## src/rtl/pe_traffic_gen.sv

```systemverilog
// Traffic-generator / sink processing element for HNoC tiles.
// The source injects PKT_LIMIT {dest,data} packets; the sink counts and checksums ejected packets.
module pe_traffic_gen #(
    parameter int unsigned ADDRESS     = 0,
    parameter int unsigned NUM_PE      = 8,
    parameter int unsigned ADDR_WIDTH  = 3,
    parameter int unsigned DATA_WIDTH  = 32,
    parameter int unsigned TOTAL_WIDTH = 35,
    parameter int unsigned PKT_LIMIT   = 100,
    parameter int unsigned GAP         = 0,
    parameter int unsigned MODE        = 0,
    parameter int unsigned FIXED_DEST  = 0,
    parameter int unsigned ALLOW_SELF  = 1,
    parameter logic [15:0] SEED        = 16'h1,
    parameter int unsigned CNT_WIDTH   = 16
) (
    input  logic                   clk,
    input  logic                   rst,
    input  logic [TOTAL_WIDTH-1:0] i_data,
    input  logic                   i_data_valid,
    output logic                   o_data_ready,
    input  logic                   i_rx_hold,
    output logic [TOTAL_WIDTH-1:0] o_data,
    output logic                   o_data_valid,
    input  logic                   i_data_ready,
    input  logic                   i_enable,
    output logic [CNT_WIDTH-1:0]   o_tx_count,
    output logic [CNT_WIDTH-1:0]   o_rx_count,
    output logic [CNT_WIDTH-1:0]   o_rx_err,
    output logic [DATA_WIDTH-1:0]  o_rx_checksum,
    output logic                   o_tx_done
);

    localparam int unsigned SEQ_W = (PKT_LIMIT < 2) ? 1 : $clog2(PKT_LIMIT);
    localparam int unsigned GAP_W = (GAP < 2) ? 1 : $clog2(GAP);
    localparam logic [15:0] SEED_X   = SEED ^ 16'(ADDRESS);
    localparam logic [15:0] EFF_SEED = (SEED_X == 16'h0) ? 16'hACE1 : SEED_X;
    localparam logic [DATA_WIDTH-1:0] BASE = DATA_WIDTH'(PKT_LIMIT * ADDRESS);
    localparam logic [SEQ_W-1:0] LAST = SEQ_W'(PKT_LIMIT - 1);
    localparam logic [ADDR_WIDTH-1:0] SELF_ADDR = ADDR_WIDTH'(ADDRESS);
    localparam logic [ADDR_WIDTH-1:0] SELF_ALT  = ADDR_WIDTH'((ADDRESS + 1) % NUM_PE);
    localparam logic [ADDR_WIDTH-1:0] INV_ADDR  = ~SELF_ADDR;
    localparam logic [ADDR_WIDTH-1:0] COMP_DEST =
        (32'(INV_ADDR) >= NUM_PE) ? INV_ADDR - ADDR_WIDTH'(NUM_PE) : INV_ADDR;

    typedef enum logic [1:0] {S_IDLE, S_SEND, S_GAP, S_DONE} state_t;

    state_t                r_state;
    logic [SEQ_W-1:0]      r_seq;
    logic [GAP_W-1:0]      r_gap;
    logic [15:0]           r_lfsr;
    logic                  r_rx_en;

    logic [15:0]           w_lfsr_nxt;
    logic [ADDR_WIDTH-1:0] w_dest_now;
    logic [ADDR_WIDTH-1:0] w_dest_nxt;
    logic [DATA_WIDTH-1:0] w_data_now;
    logic [DATA_WIDTH-1:0] w_data_nxt;
    logic                  w_rx_fire;

    // Fold the raw LFSR slice into [0, NUM_PE) and optionally steer away from self.
    function automatic logic [ADDR_WIDTH-1:0] uni_dest(input logic [ADDR_WIDTH-1:0] r);
        logic [ADDR_WIDTH-1:0] d;
        d = (32'(r) >= NUM_PE) ? r - ADDR_WIDTH'(NUM_PE) : r;
        if (ALLOW_SELF == 0 && d == SELF_ADDR)
            d = SELF_ALT;
        return d;
    endfunction

    assign w_lfsr_nxt = {r_lfsr[14:0], r_lfsr[15] ^ r_lfsr[13] ^ r_lfsr[12] ^ r_lfsr[10]};

    assign w_dest_now = (MODE == 2) ? ADDR_WIDTH'(FIXED_DEST) :
                        (MODE == 1) ? COMP_DEST : uni_dest(r_lfsr[ADDR_WIDTH-1:0]);
    assign w_dest_nxt = (MODE == 2) ? ADDR_WIDTH'(FIXED_DEST) :
                        (MODE == 1) ? COMP_DEST : uni_dest(w_lfsr_nxt[ADDR_WIDTH-1:0]);

    assign w_data_now = BASE + DATA_WIDTH'(r_seq);
    assign w_data_nxt = w_data_now + DATA_WIDTH'(1);

    // The "next" packet is only used when chaining back-to-back within SEND.
    always_ff @(posedge clk or negedge rst) begin
        if (!rst) begin
            r_state      <= S_IDLE;
            r_seq        <= '0;
            r_gap        <= '0;
            r_lfsr       <= EFF_SEED;
            o_data       <= '0;
            o_data_valid <= 1'b0;
            o_tx_count   <= '0;
            o_tx_done    <= 1'b0;
        end else begin
            case (r_state)
                S_IDLE: begin
                    if (PKT_LIMIT == 0) begin
                        r_state   <= S_DONE;
                        o_tx_done <= 1'b1;
                    end else if (i_enable) begin
                        r_state      <= S_SEND;
                        o_data_valid <= 1'b1;
                        o_data       <= {w_dest_now, w_data_now};
                    end
                end
                S_SEND: begin
                    if (i_data_ready) begin
                        if (o_tx_count != '1)
                            o_tx_count <= o_tx_count + CNT_WIDTH'(1);
                        r_seq  <= r_seq + SEQ_W'(1);
                        r_lfsr <= w_lfsr_nxt;
                        if (r_seq == LAST) begin
                            r_state      <= S_DONE;
                            o_data_valid <= 1'b0;
                            o_tx_done    <= 1'b1;
                        end else if (GAP == 0) begin
                            if (i_enable) begin
                                o_data <= {w_dest_nxt, w_data_nxt};
                            end else begin
                                r_state      <= S_IDLE;
                                o_data_valid <= 1'b0;
                            end
                        end else begin
                            r_state      <= S_GAP;
                            o_data_valid <= 1'b0;
                            r_gap        <= GAP_W'(GAP - 1);
                        end
                    end
                end
                S_GAP: begin
                    // Counter starts at GAP-1 so exactly GAP cycles pass with valid low.
                    if (r_gap != '0) begin
                        r_gap <= r_gap - GAP_W'(1);
                    end else if (i_enable) begin
                        r_state      <= S_SEND;
                        o_data_valid <= 1'b1;
                        o_data       <= {w_dest_now, w_data_now};
                    end
                end
                S_DONE: begin
                    r_state <= S_DONE;
                end
                default: begin
                    r_state <= S_IDLE;
                end
            endcase
        end
    end

    assign o_data_ready = r_rx_en & ~i_rx_hold;
    assign w_rx_fire    = i_data_valid & o_data_ready;

    always_ff @(posedge clk or negedge rst) begin
        if (!rst) begin
            r_rx_en       <= 1'b0;
            o_rx_count    <= '0;
            o_rx_err      <= '0;
            o_rx_checksum <= '0;
        end else begin
            r_rx_en <= 1'b1;
            if (w_rx_fire) begin
                if (o_rx_count != '1)
                    o_rx_count <= o_rx_count + CNT_WIDTH'(1);
                if (i_data[DATA_WIDTH +: ADDR_WIDTH] != SELF_ADDR && o_rx_err != '1)
                    o_rx_err <= o_rx_err + CNT_WIDTH'(1);
                o_rx_checksum <= o_rx_checksum + i_data[DATA_WIDTH-1:0];
            end
        end
    end

endmodule

```

## config.mk

```make
export PLATFORM = sky130hd
export DESIGN_NAME = pe_traffic_gen
export DESIGN_NICKNAME = d
export VERILOG_FILES = /design/src/rtl/pe_traffic_gen.sv
export SDC_FILE = /design/constraint.sdc
export NUM_CORES = 1
export LEC_CHECK = 0
export BUFFER_PORTS_ARGS = -buffer_cell sky130_fd_sc_hd__buf_2
export CAP_MARGIN = 30
export CORE_ASPECT_RATIO = 0.5
export CORE_UTILIZATION = 55
export CTS_CLUSTER_DIAMETER = 120
export DETAILED_ROUTE_END_ITERATION = 12
export GPL_TIMING_DRIVEN = 0
export PLACE_DENSITY = 0.82
export SETUP_SLACK_MARGIN = 0.1
export SLEW_MARGIN = 20
export SYNTH_ARGS = -nofsm -noshare
export SYNTH_HDL_FRONTEND = slang
export SYNTH_SLANG_ARGS = --single-unit
export TNS_END_PERCENT = 20
```

## constraint.sdc

```tcl
create_clock -name clk -period 2.8 [get_ports clk]
set_clock_uncertainty 0.05 [all_clocks]
set_input_delay 0.28 -clock clk [delete_from_list [all_inputs] [get_ports clk]]
set_output_delay 0.28 -clock clk [all_outputs]
set_load 0.005 [all_outputs]
```

==> results of run 1 <==
-- placed cells by master (no fill, tap or decap), types with 30 or more instances in the layout --
cell / n
o21ai_0: 56
xor2_1: 32
nand3_1: 31
ha_1: 35
nand2_1: 86
a21oi_1: 37
nor2_1: 30
xnor2_1: 53
dfrtp_1: 118
buf_2: 135
-- layer usage --
metal / GRT usage, % / vias up / wire, um
li1: - / 2810 / -
met1: 30.3 / 2734 / 7120
met2: 42.9 / 151 / 7540
met3: 5.48 / 26 / 603
met4: 8.56 / 0 / 282
met5: 0 / - / 0
-- path summary, 6_finish.rpt --
kind / from / endpoint / slack (ns)
hold / removal: i_enable / r_state[0]$_DFFE_PN0P_ / 0.07
max in group asynchronous: rst / o_rx_checksum[22]$_DFFE_PN0P_ / 1.65
setup / recovery: o_rx_checksum[26]$_DFFE_PN0P_ / o_rx_checksum[31]$_DFFE_PN0P_ / 0.17
hold reg to reg: o_rx_checksum[31]$_DFFE_PN0P_ / o_rx_checksum[31]$_DFFE_PN0P_ / 0.41
min in group asynchronous: rst / o_tx_count[1]$_DFFE_PN0P_ / 0.36
setup reg to reg: o_rx_checksum[26]$_DFFE_PN0P_ / o_rx_checksum[31]$_DFFE_PN0P_ / 0.17
-- per-stage QoR --
step                TNS, ns  cell area, um^2  std cells  util [%]  total power, uW
floorplan                 0             6890        725         -             4710
global placement      -6.13             7770       1024      65.0             5600
detailed placement   -0.513             7800       1025      65.3             5710
CTS                       0             8420       1059      70.5             7960
global route              0             8440       1057      70.7             8540
finish                    0             8440       1057      70.7             7980
-- cells by family after synthesis --
group	count (synthesis)	synth area share [%]
AND/OR/NAND/NOR	223	15.9
AO/OA/AOI/OAI	157	14.2
flip-flops	119	43.8
XOR/XNOR	85	10.9
buffers and inverters	57	4.56
adder cells (fa/ha/maj)	36	6.73
multiplexers	23	3.73
other	2	0.110
-- power breakdown --
part           switching [uW]  internal (uW)
Combinational            1800           1440
Sequential                407           2140
Clock                     816           1370
-- synth_stat cells (5+ instances only) --
cell	number
clkbuf_1	17
xor2_1	32
o21ai_0	57
a21oi_1	40
and2_1	6
and3_1	14
inv_1	12
a211oi_1	5
nand2_1	86
a21o_1	15
nor4_1	5
buf_4	25
nor2_1	30
nand3_1	31
mux2_2	19
and4_1	6
a31oi_1	9
xnor2_1	53
nor3_1	9
dfrtp_1	118
ha_1	35
nand4_1	17
-- state kept, by name (all words and copies together) (netlist names) --
| signal | count |
|---|---|
| o_rx_checksum | 32 |
| o_rx_count | 16 |
| o_rx_err | 16 |
| o_tx_count | 16 |
| r_lfsr | 16 |
| o_data | 11 |
| r_seq | 7 |
| r_state | 2 |
| o_data_valid | 1 |
| o_tx_done | 1 |
| r_rx_en | 1 |
-- cell type report --
cell class | instances | area share [%]
Buffer | 43 | 3.08
Sequential cell | 119 | 35.3
Clock buffer | 20 | 5.41
Multi-Input combinational cell | 549 | 43.0
Inverter | 12 | 0.534
Timing Repair Buffer | 137 | 8.55
Clock inverter | 12 | 1.66
Tap cell | 165 | 2.45
-- worst min-delay path, cell delays in order --
cell	delay, ns
buf_2	0.10
inv_1	0.06
nand2_1	0.05
-- timing repair --
item / CTS / global route
pin swaps: 1 / 1
hold buffers: 1 / 0
buffers inserted: 1 / 0
setup endpoints to repair: 6 / 13
hold endpoints to repair: 55 / 0
gates resized for setup: 2 / 11
==> flow_metrics.py, run 1 <==
metrics = {
    "status": {
        "run_status": "completed",
    },
    "routing": {
        "postRouteWirelength_um": 15500,
        "dr.pass1.iters": 5,
        "wl_per_cell_um": 14.7,
        "dr.first_iter.drc_count": 261,
        "antenna_left": 0,
        "vias_per_cell": 5.41,
        "vias": 5721,
        "residual_drc": 0,
    },
    "floorplan": {
        "floorplan.core_area_um2": 11900,
        "ios": 159,
        "initial_utilization_pct": 57.0,
        "die_height_um": 80.7,
        "floorplan.rows": 28,
        "die_area_um2": 12800,
        "die_w_um": 159,
    },
    "placement": {
        "place_ws_ns": -0.228,
        "finalWeightedCongestion": 0.918,
        "dp_hpwl_um": 11400,
        "place.port_buffers": 134,
    },
    "clock_network": {
        "cts-buffers-inserted": 17,
        "number_of_buffers_on_the_longest_clock_path": 2,
        "tritoncts": "built",
        "clk_root_buffer_cell": "clkbuf_16",
        "number_of_sinks_on_the_clock_net": 119,
        "worst_skew_pair.late_latency_ns": 0.40,
        "htreeDepth": 4,
        "cts.reportedPaths.clkPinSlew_ns": 0.06,
    },
    "min_path": {
        "hold_class": "in2reg",
        "hold_path_depth": 3,
    },
    "global_routing": {
        "global_route.usage.total_pct": 24.5,
        "first_global_vias": 5324,
        "grt_antenna_before_repair": 0,
        "global_route_wire_length_before_repair_um": 25100,
        "grt_overflow": 0,
        "maximum_number_of_pins_on_one_net_before_global_route_repair": 64,
    },
    "synthesis": {
        "synth.ff_latch_count": 119,
        "synth_top_area_share_pct": 43.4,
        "gate_count_of_the_mapped_netlist": 702,
        "synth_top_cells_by_area": "dfrtp_1 (43%), xnor2_1 (6.8%), ha_1 (6.4%)",
        "yosys.area.top_type": "dfrtp_1",
        "post_synth.cell_area_avg_um2": 9.69,
        "postSynth.topFlopCell": "dfrtp_1",
        "synth_sequential_area_ratio_pct": 43.8,
        "post_synth_edffs": 0,
        "synth-async-reset-ratio_pct": 100,
        "synth_area_um2": 6800,
        "synth_warnings": 0,
        "yosysUniqueCellTypes": 53,
    },
    "critical_path": {
        "worstPathBufferInverterCount": 1,
        "arrival_ns": 2.89,
        "crit_path_max_incr_delay_ns": 0.39,
        "timing.critical_path.depth": 9,
        "reg2reg_depth": 9,
        "critical_path.slowest_cell": "dfrtp_1",
        "timing.critical_path.to_type": "register",
        "critPathLaunchType": "register",
        "critPathKind": "reg2reg",
        "critPathMaxFanout": 8,
        "crit_chain": "ha_1 > clkbuf_1 > and4_1 > nand3_1 > nor3_1 > o211ai_1 > nand4_1 > nor3b_1 > xor2_1",
        "worst-endpoint-required_ns": 3.06,
        "largest_delay_share_family_worst_path": "simple AND/OR/NAND/NOR gates",
    },
    "cells_and_area": {
        "multi_input_combinational_cell_area_um2": 3630,
        "layout.nets": 956,
        "nFillCells": 931,
        "drive_gt1_share_pct": 26.1,
        "num_antenna_cells": 0,
        "area_growth_syn_to_layout_pct": 24.1,
        "seq_area_um2": 2980,
    },
    "sta": {
        "maxClockFrequency_mhz": 381,
        "finalCritPeriodShare_pct": 93.8,
        "worst_slew_pin_slew_ns": 0.641,
        "fin_ws_ns": 0.175,
        "hold_viol": 0,
        "setup_repair_after_global_routing_missed_its_margin": "yes",
        "timing.slew.headroom_pct": 56.8,
        "timing.final.max_slew_violations": 0,
        "setup_violations": 0,
        "finalCriticalPeriod_ns": 2.63,
        "holdWs_ns": 0.0680,
    },
    "flow_run": {
        "max_cap_viol_count": 0,
    },
    "power_and_ir_drop": {
        "max_vdd_drop_uv": 496,
        "power_leakage_uw": 0.00426,
        "power_density_nw_per_um2": 945,
    },
}
(Power assumes the default switching activity.)
==> run 2: changes to the inputs <==
--- a/config.mk
+++ b/config.mk
@@ -12,7 +12,7 @@
 export CTS_CLUSTER_DIAMETER = 120
 export DETAILED_ROUTE_END_ITERATION = 12
 export GPL_TIMING_DRIVEN = 0
-export PLACE_DENSITY = 0.82
+export PLACE_DENSITY = 0.81
 export SETUP_SLACK_MARGIN = 0.1
 export SLEW_MARGIN = 20
 export SYNTH_ARGS = -nofsm -noshare
==> constraint.sdc (replaced) <==
create_clock -name clk -period 2.5 [get_ports clk]
set_clock_uncertainty 0.05 [all_clocks]
set_input_delay 0.25 -clock clk [delete_from_list [all_inputs] [get_ports clk]]
set_output_delay 0.25 -clock clk [all_outputs]
set_load 0.005 [all_outputs]
==> run 2 against run 1 <==
Against the previous run:
- die area unchanged
- via count increased by 3.1%
- cell area increased by 5.3%
- flip-flop and latch count unchanged
- critical endpoint is now o_rx_checksum[28]$_DFFE_PN0P_
- largest power group unchanged
==> flow_metrics.py, run 2 (synthesis gave the netlist of run 1 again) <==
metrics = {
    "status": {
        "run_status": "completed",
    },
    "critical_path": {
        "rr_startpoint": "o_rx_checksum[0]$_DFFE_PN0P_",
        "critical_path.reg2reg.endpoint": "o_rx_checksum[28]$_DFFE_PN0P_",
        "critPathMaxFanout": 3,
        "crit_start": "o_rx_checksum[0]$_DFFE_PN0P_",
        "arrival_ns": 2.72,
        "worstPathBufferInverterCount": 1,
        "critical_path.slowest_cell": "dfrtp_1",
        "critPathKind": "reg2reg",
        "timing.critical_path.to_type": "register",
        "reg2reg_setup_slack_ns": 0.03,
        "largest_delay_share_family_worst_path": "compound AO/OA/AOI/OAI gates",
        "crit_end": "o_rx_checksum[28]$_DFFE_PN0P_",
        "worst-endpoint-required_ns": 2.75,
        "critPathLaunchType": "register",
        "crit_path_max_incr_delay_ns": 0.41,
        "timing.critical_path.depth": 10,
        "crit_chain": "ha_4 > fa_2 > a21oi_2 > o211ai_1 > buf_4 > a21boi_4 > a31oi_4 > o21ai_2 > nand3_1 > a31o_2",
        "reg2reg_depth": 10,
    },
    "sta": {
        "hold_viol": 0,
        "setup_violations": 0,
        "timing.slew.headroom_pct": 61.9,
        "setup_repair_after_global_routing_missed_its_margin": "yes",
        "timing.final.max_slew_violations": 0,
        "finalCritPeriodShare_pct": 98.9,
        "finalCriticalPeriod_ns": 2.47,
        "worst_slew_pin_slew_ns": 0.572,
        "maxClockFrequency_mhz": 404,
    },
    "routing": {
        "antenna_left": 0,
        "wl_per_cell_um": 15.9,
        "dr.pass1.iters": 5,
        "postRouteWirelength_um": 17000,
        "vias_per_cell": 5.53,
        "residual_drc": 0,
        "vias": 5899,
        "dr.first_iter.drc_count": 295,
    },
    "clock_network": {
        "clk_root_buffer_cell": "clkbuf_16",
        "cts-buffers-inserted": 17,
        "cts.reportedPaths.clkPinSlew_ns": 0.06,
        "htreeDepth": 4,
        "number_of_sinks_on_the_clock_net": 119,
        "worst_skew_pair.late_latency_ns": 0.41,
        "number_of_buffers_on_the_longest_clock_path": 2,
        "tritoncts": "built",
    },
    "global_routing": {
        "global_route.usage.total_pct": 26.8,
        "maximum_number_of_pins_on_one_net_before_global_route_repair": 72,
        "grt_overflow": 0,
        "global_route_wire_length_before_repair_um": 27100,
        "first_global_vias": 5616,
        "grt_antenna_before_repair": 0,
    },
    "power_and_ir_drop": {
        "power_leakage_uw": 0.00436,
        "swShare_pct": 38.6,
        "seq_power_share_pct": 29.7,
        "max_vdd_drop_uv": 565,
        "total_switching_power_uw": 3750,
        "logic_pwr_share_pct": 43.9,
        "power.clock.fraction_pct": 26.4,
        "power_density_nw_per_um2": 1090,
        "internal_power_uw": 5970,
    },
    "cells_and_area": {
        "nFillCells": 854,
        "post-route-cell-area_um2": 8890,
        "drive_gt1_share_pct": 32.4,
        "num_antenna_cells": 0,
        "layout.nets": 966,
        "commonest_non_fill_non_tap_cells_in_the_layout": "buf_2 (136), dfrtp_1 (117), nand2_1 (85), xnor2_1 (52), o21ai_0 (49)",
        "layout_commonest_cell": "buf_2",
        "largest_register": "o_rx_checksum",
        "flip_flop_count_of_the_largest_register_all_copies_and_words_added": 32,
        "area_growth_syn_to_layout_pct": 30.7,
        "post-route-util_pct": 74.4,
    },
    "placement": {
        "dp_hpwl_um": 11500,
        "finalWeightedCongestion": 0.924,
        "placed_area_um2": 7800,
        "place.port_buffers": 134,
    },
    "min_path": {
        "hold_class": "in2reg",
    },
    "floorplan": {
        "floorplan.core_area_um2": 11900,
        "die_w_um": 159,
        "die_area_um2": 12800,
        "initial_utilization_pct": 57.0,
        "die_height_um": 80.7,
        "floorplan.rows": 28,
        "ios": 159,
    },
    "flow_run": {
        "max_cap_viol_count": 0,
    },
}
==> run 2: power by group through the flow <==
stage          sequential, uW  clock [uW]  combinational [uW]
3_5_place_dp             2880           0                3510
2_1_floorplan            2860           0                2420
5_1_grt                  2970        2680                4670
4_1_cts                  2860        2580                3870
6_report                 2880        2570                4270
3_3_place_gp             2850           0                3430
==> run 2: how the worst min path moves through the flow <==
stage	start	endpoint	cells after the start
2_1_floorplan	rst	o_data[0]$_DFFE_PN0P_	0
3_3_place_gp	o_rx_checksum[31]$_DFFE_PN0P_	o_rx_checksum[31]$_DFFE_PN0P_	1
3_5_place_dp	rst	o_tx_count[0]$_DFFE_PN0P_	1
4_1_cts	i_enable	r_state[0]$_DFFE_PN0P_	3
5_1_grt	i_enable	r_state[0]$_DFFE_PN0P_	3
6_report	i_enable	r_state[0]$_DFFE_PN0P_	3
==> run 2: layer usage <==
layer	global-route usage (%)	up-vias	routed length, um
met5	0	-	0
met4	11.3	0	337
met3	5.22	31	821
met2	47.2	208	8500
met1	32.8	2842	7300
li1	-	2818	-
==> run 2: final cells by class <==
type / count / area [um^2] / share of cell area, %
clock buffer: 19 / 453 / 5.09
clock inverter: 13 / 168 / 1.89
tap: 165 / 206 / 2.32
multi-input combinational: 549 / 3970 / 44.6
sequential: 119 / 2980 / 33.5
buffer: 43 / 272 / 3.05
timing repair buffer: 147 / 801 / 9.01
inverter: 12 / 45.0 / 0.507
==> run 2: what timing repair did <==
item | 4_1_cts | 5_1_grt
gates resized for setup | 33 | 53
buffers inserted | 6 | 5
pin swaps | 10 | 18
endpoints found under the setup margin | 23 | 33
endpoints found under the hold margin | 48 | 0
hold buffers | 1 | 0
==> run 2: tightest hold or removal path: stages <==
cell	delay [ns]
buf_2	0.10
inv_1	0.06
nand2_1	0.05
==> run 2: through the flow <==
step | hold slack, ns | std cells | setup TNS (ns) | worst slack (ns) | total power, uW
final | 0.0277 | 1067 | 0 | 0.0273 | 9720
after global routing | 0.0408 | 1067 | -0.0948 | -0.0289 | 10300
after CTS | 0.0176 | 1062 | 0 | 0.0487 | 9310
after detailed placement | 0.187 | 1025 | -1.06 | -0.235 | 6390
after global placement | 0.402 | 1024 | -37.44 | -0.319 | 6280
after floorplan | -0.0956 | 725 | 0 | 0.143 | 5280
==> run 3: changes to the inputs <==
--- a/config.mk
+++ b/config.mk
@@ -12,7 +12,7 @@
 export CTS_CLUSTER_DIAMETER = 120
 export DETAILED_ROUTE_END_ITERATION = 12
 export GPL_TIMING_DRIVEN = 0
-export PLACE_DENSITY = 0.81
+export PLACE_DENSITY = 0.91
 export SETUP_SLACK_MARGIN = 0.1
 export SLEW_MARGIN = 20
 export SYNTH_ARGS = -nofsm -noshare
==> run 3 against run 2 <==
Against the previous run:
- the flow now finishes with violations (setup timing)
- via count grew 5.6%
- maximum frequency decreased by 3.0%
- hold slack gained 0.020 ns
- routed wire length increased by 9.5%
- critical path depth is the same
- register-to-register slack got worse by 0.08 ns
- global-route usage increased by 0.82 points
- die area unchanged
- critical endpoint unchanged
- largest cell class unchanged
- highest routed layer unchanged
==> flow_metrics.py, run 3 (synthesis gave the netlist of run 1 again) <==
metrics = {
    "routing": {
        "postRouteWirelength_um": 18600,
        "wl_per_cell_um": 17.3,
        "dr.first_iter.drc_count": 434,
        "residual_drc": 0,
        "dr.pass1.iters": 7,
        "vias_per_cell": 5.82,
        "vias": 6230,
        "antenna_left": 0,
    },
    "sta": {
        "timing.final.max_slew_violations": 0,
        "setup_repair_after_global_routing_missed_its_margin": "yes",
        "maxClockFrequency_mhz": 392,
        "worst_slew_pin_slew_ns": 0.633,
        "setup_violations": 2,
        "hold_viol": 0,
        "holdWs_ns": 0.0480,
        "finalCritPeriodShare_pct": 102,
        "setup_tns_ns": -0.0518,
        "fin_ws_ns": -0.0502,
        "finalCriticalPeriod_ns": 2.55,
        "timing.slew.headroom_pct": 57.8,
    },
    "cells_and_area": {
        "nFillCells": 762,
        "num_antenna_cells": 0,
        "post-route-cell-area_um2": 8970,
        "area_growth_syn_to_layout_pct": 31.8,
        "layout_commonest_cell": "buf_2",
        "commonest_non_fill_non_tap_cells_in_the_layout": "buf_2 (137), dfrtp_1 (118), nand2_1 (85), xnor2_1 (53), o21ai_0 (43)",
        "largest_register": "o_rx_checksum",
        "seq_area_um2": 2980,
        "flip_flop_count_of_the_largest_register_all_copies_and_words_added": 32,
        "multi_input_combinational_cell_area_um2": 4040,
        "drive_gt1_share_pct": 34.1,
        "layout.nets": 970,
    },
    "critical_path": {
        "timing.critical_path.to_type": "register",
        "crit_path_max_incr_delay_ns": 0.42,
        "critical_path.slowest_cell": "dfrtp_1",
        "arrival_ns": 2.81,
        "reg2reg_setup_slack_ns": -0.05,
        "worst-endpoint-required_ns": 2.76,
        "critPathMaxFanout": 3,
        "crit_chain": "ha_4 > fa_2 > a21oi_2 > o211ai_1 > buf_4 > a21boi_4 > a31oi_4 > o21ai_2 > nand3_1 > a31o_2",
        "critPathKind": "reg2reg",
        "critPathLaunchType": "register",
    },
    "flow_run": {
        "max_cap_viol_count": 0,
    },
    "clock_network": {
        "tritoncts": "built",
        "htreeDepth": 4,
        "worst_skew_pair.late_latency_ns": 0.42,
        "cts.reportedPaths.clkPinSlew_ns": 0.06,
        "number_of_sinks_on_the_clock_net": 119,
        "number_of_buffers_on_the_longest_clock_path": 2,
        "cts-buffers-inserted": 17,
        "clk_root_buffer_cell": "clkbuf_16",
    },
    "global_routing": {
        "first_global_vias": 5771,
        "global_route.usage.total_pct": 27.7,
        "maximum_number_of_pins_on_one_net_before_global_route_repair": 86,
        "grt_overflow": 0,
        "grt_antenna_before_repair": 0,
        "global_route_wire_length_before_repair_um": 27800,
    },
    "min_path": {
        "hold_class": "in2reg",
    },
    "status": {
        "violated_checks": "setup timing",
        "run_status": "complete, but fails checks",
    },
    "floorplan": {
        "floorplan.rows": 28,
        "floorplan.core_area_um2": 11900,
        "die_height_um": 80.7,
        "die_area_um2": 12800,
        "ios": 159,
        "initial_utilization_pct": 57.0,
        "die_w_um": 159,
    },
    "placement": {
        "finalWeightedCongestion": 0.958,
        "place.port_buffers": 134,
        "place_ws_ns": -0.175,
        "dp_hpwl_um": 11800,
        "placed_area_um2": 7800,
    },
    "power_and_ir_drop": {
        "power_density_nw_per_um2": 1110,
        "max_vdd_drop_uv": 624,
        "total_power_uw": 9970,
        "power_leakage_uw": 0.00438,
    },
}
[run 3: cell type report]
cell class                      count  area share (%)
Buffer                             44            3.10
Clock buffer                       17            4.74
Clock inverter                     15            2.02
Inverter                           12           0.502
Multi-Input combinational cell    549            45.0
Sequential cell                   119            33.2
Tap cell                          165            2.30
Timing Repair Buffer              150            9.14
[run 3: routing by layer]
| metal | vias up | GRT usage [%] | routed length, um |
|---|---|---|---|
| met2 | 313 | 47.1 | 9180 |
| met1 | 3004 | 33.5 | 7490 |
| met4 | 0 | 13.9 | 655 |
| met5 | - | 0 | 0 |
| met3 | 75 | 6.46 | 1240 |
| li1 | 2838 | - | - |
[run 3: report_power, final]
part / total [uW] / switching (uW) / internal, uW / leakage (uW)
clock: 2520 / 1010 / 1510 / 0.000300
combinational: 4550 / 2530 / 2020 / 0.00253
sequential: 2900 / 496 / 2400 / 0.00155
total: 9970 / 4040 / 5940 / 0.00438
[run 3: repair_timing]
item,in CTS,in global routing
pin swaps,11,28
cloned,0,0
gates resized for setup,39,68
hold buffers,1,0
hold endpoints to repair,34,0
buffers inserted,6,8
endpoints found under the setup margin,16,41
[run 3: final timing paths]
kind / startpoint / endpoint / depth (start not counted)
min reg2reg: o_rx_checksum[31]$_DFFE_PN0P_ / o_rx_checksum[31]$_DFFE_PN0P_ / 1
max: o_rx_checksum[0]$_DFFE_PN0P_ / o_rx_checksum[28]$_DFFE_PN0P_ / 10
max in group asynchronous: rst / r_lfsr[0]$_DFFE_PN1P_ / 3
min in group asynchronous: rst / o_rx_checksum[22]$_DFFE_PN0P_ / 2
min: i_enable / r_state[0]$_DFFE_PN0P_ / 3
max reg2reg: o_rx_checksum[0]$_DFFE_PN0P_ / o_rx_checksum[28]$_DFFE_PN0P_ / 10
[run 3: critical path, delay by kind of cell (launching register included)]
family	cells	cell delay, ns
AO/OA/AOI/OAI	6	1.08
adder cells (fa/ha/maj)	2	0.61
buffers and inverters	1	0.17
flip-flops	1	0.42
AND/OR/NAND/NOR	1	0.12
[run 3: metrics by stage]
| stage | util [%] | instances |
|---|---|---|
| 3_5_place_dp | 65.3 | 1025 |
| 5_1_grt | 75.1 | 1071 |
| 6_report | 75.1 | 1071 |
| 2_1_floorplan | - | 725 |
| 4_1_cts | 72.4 | 1063 |
| 3_3_place_gp | 65.1 | 1024 |
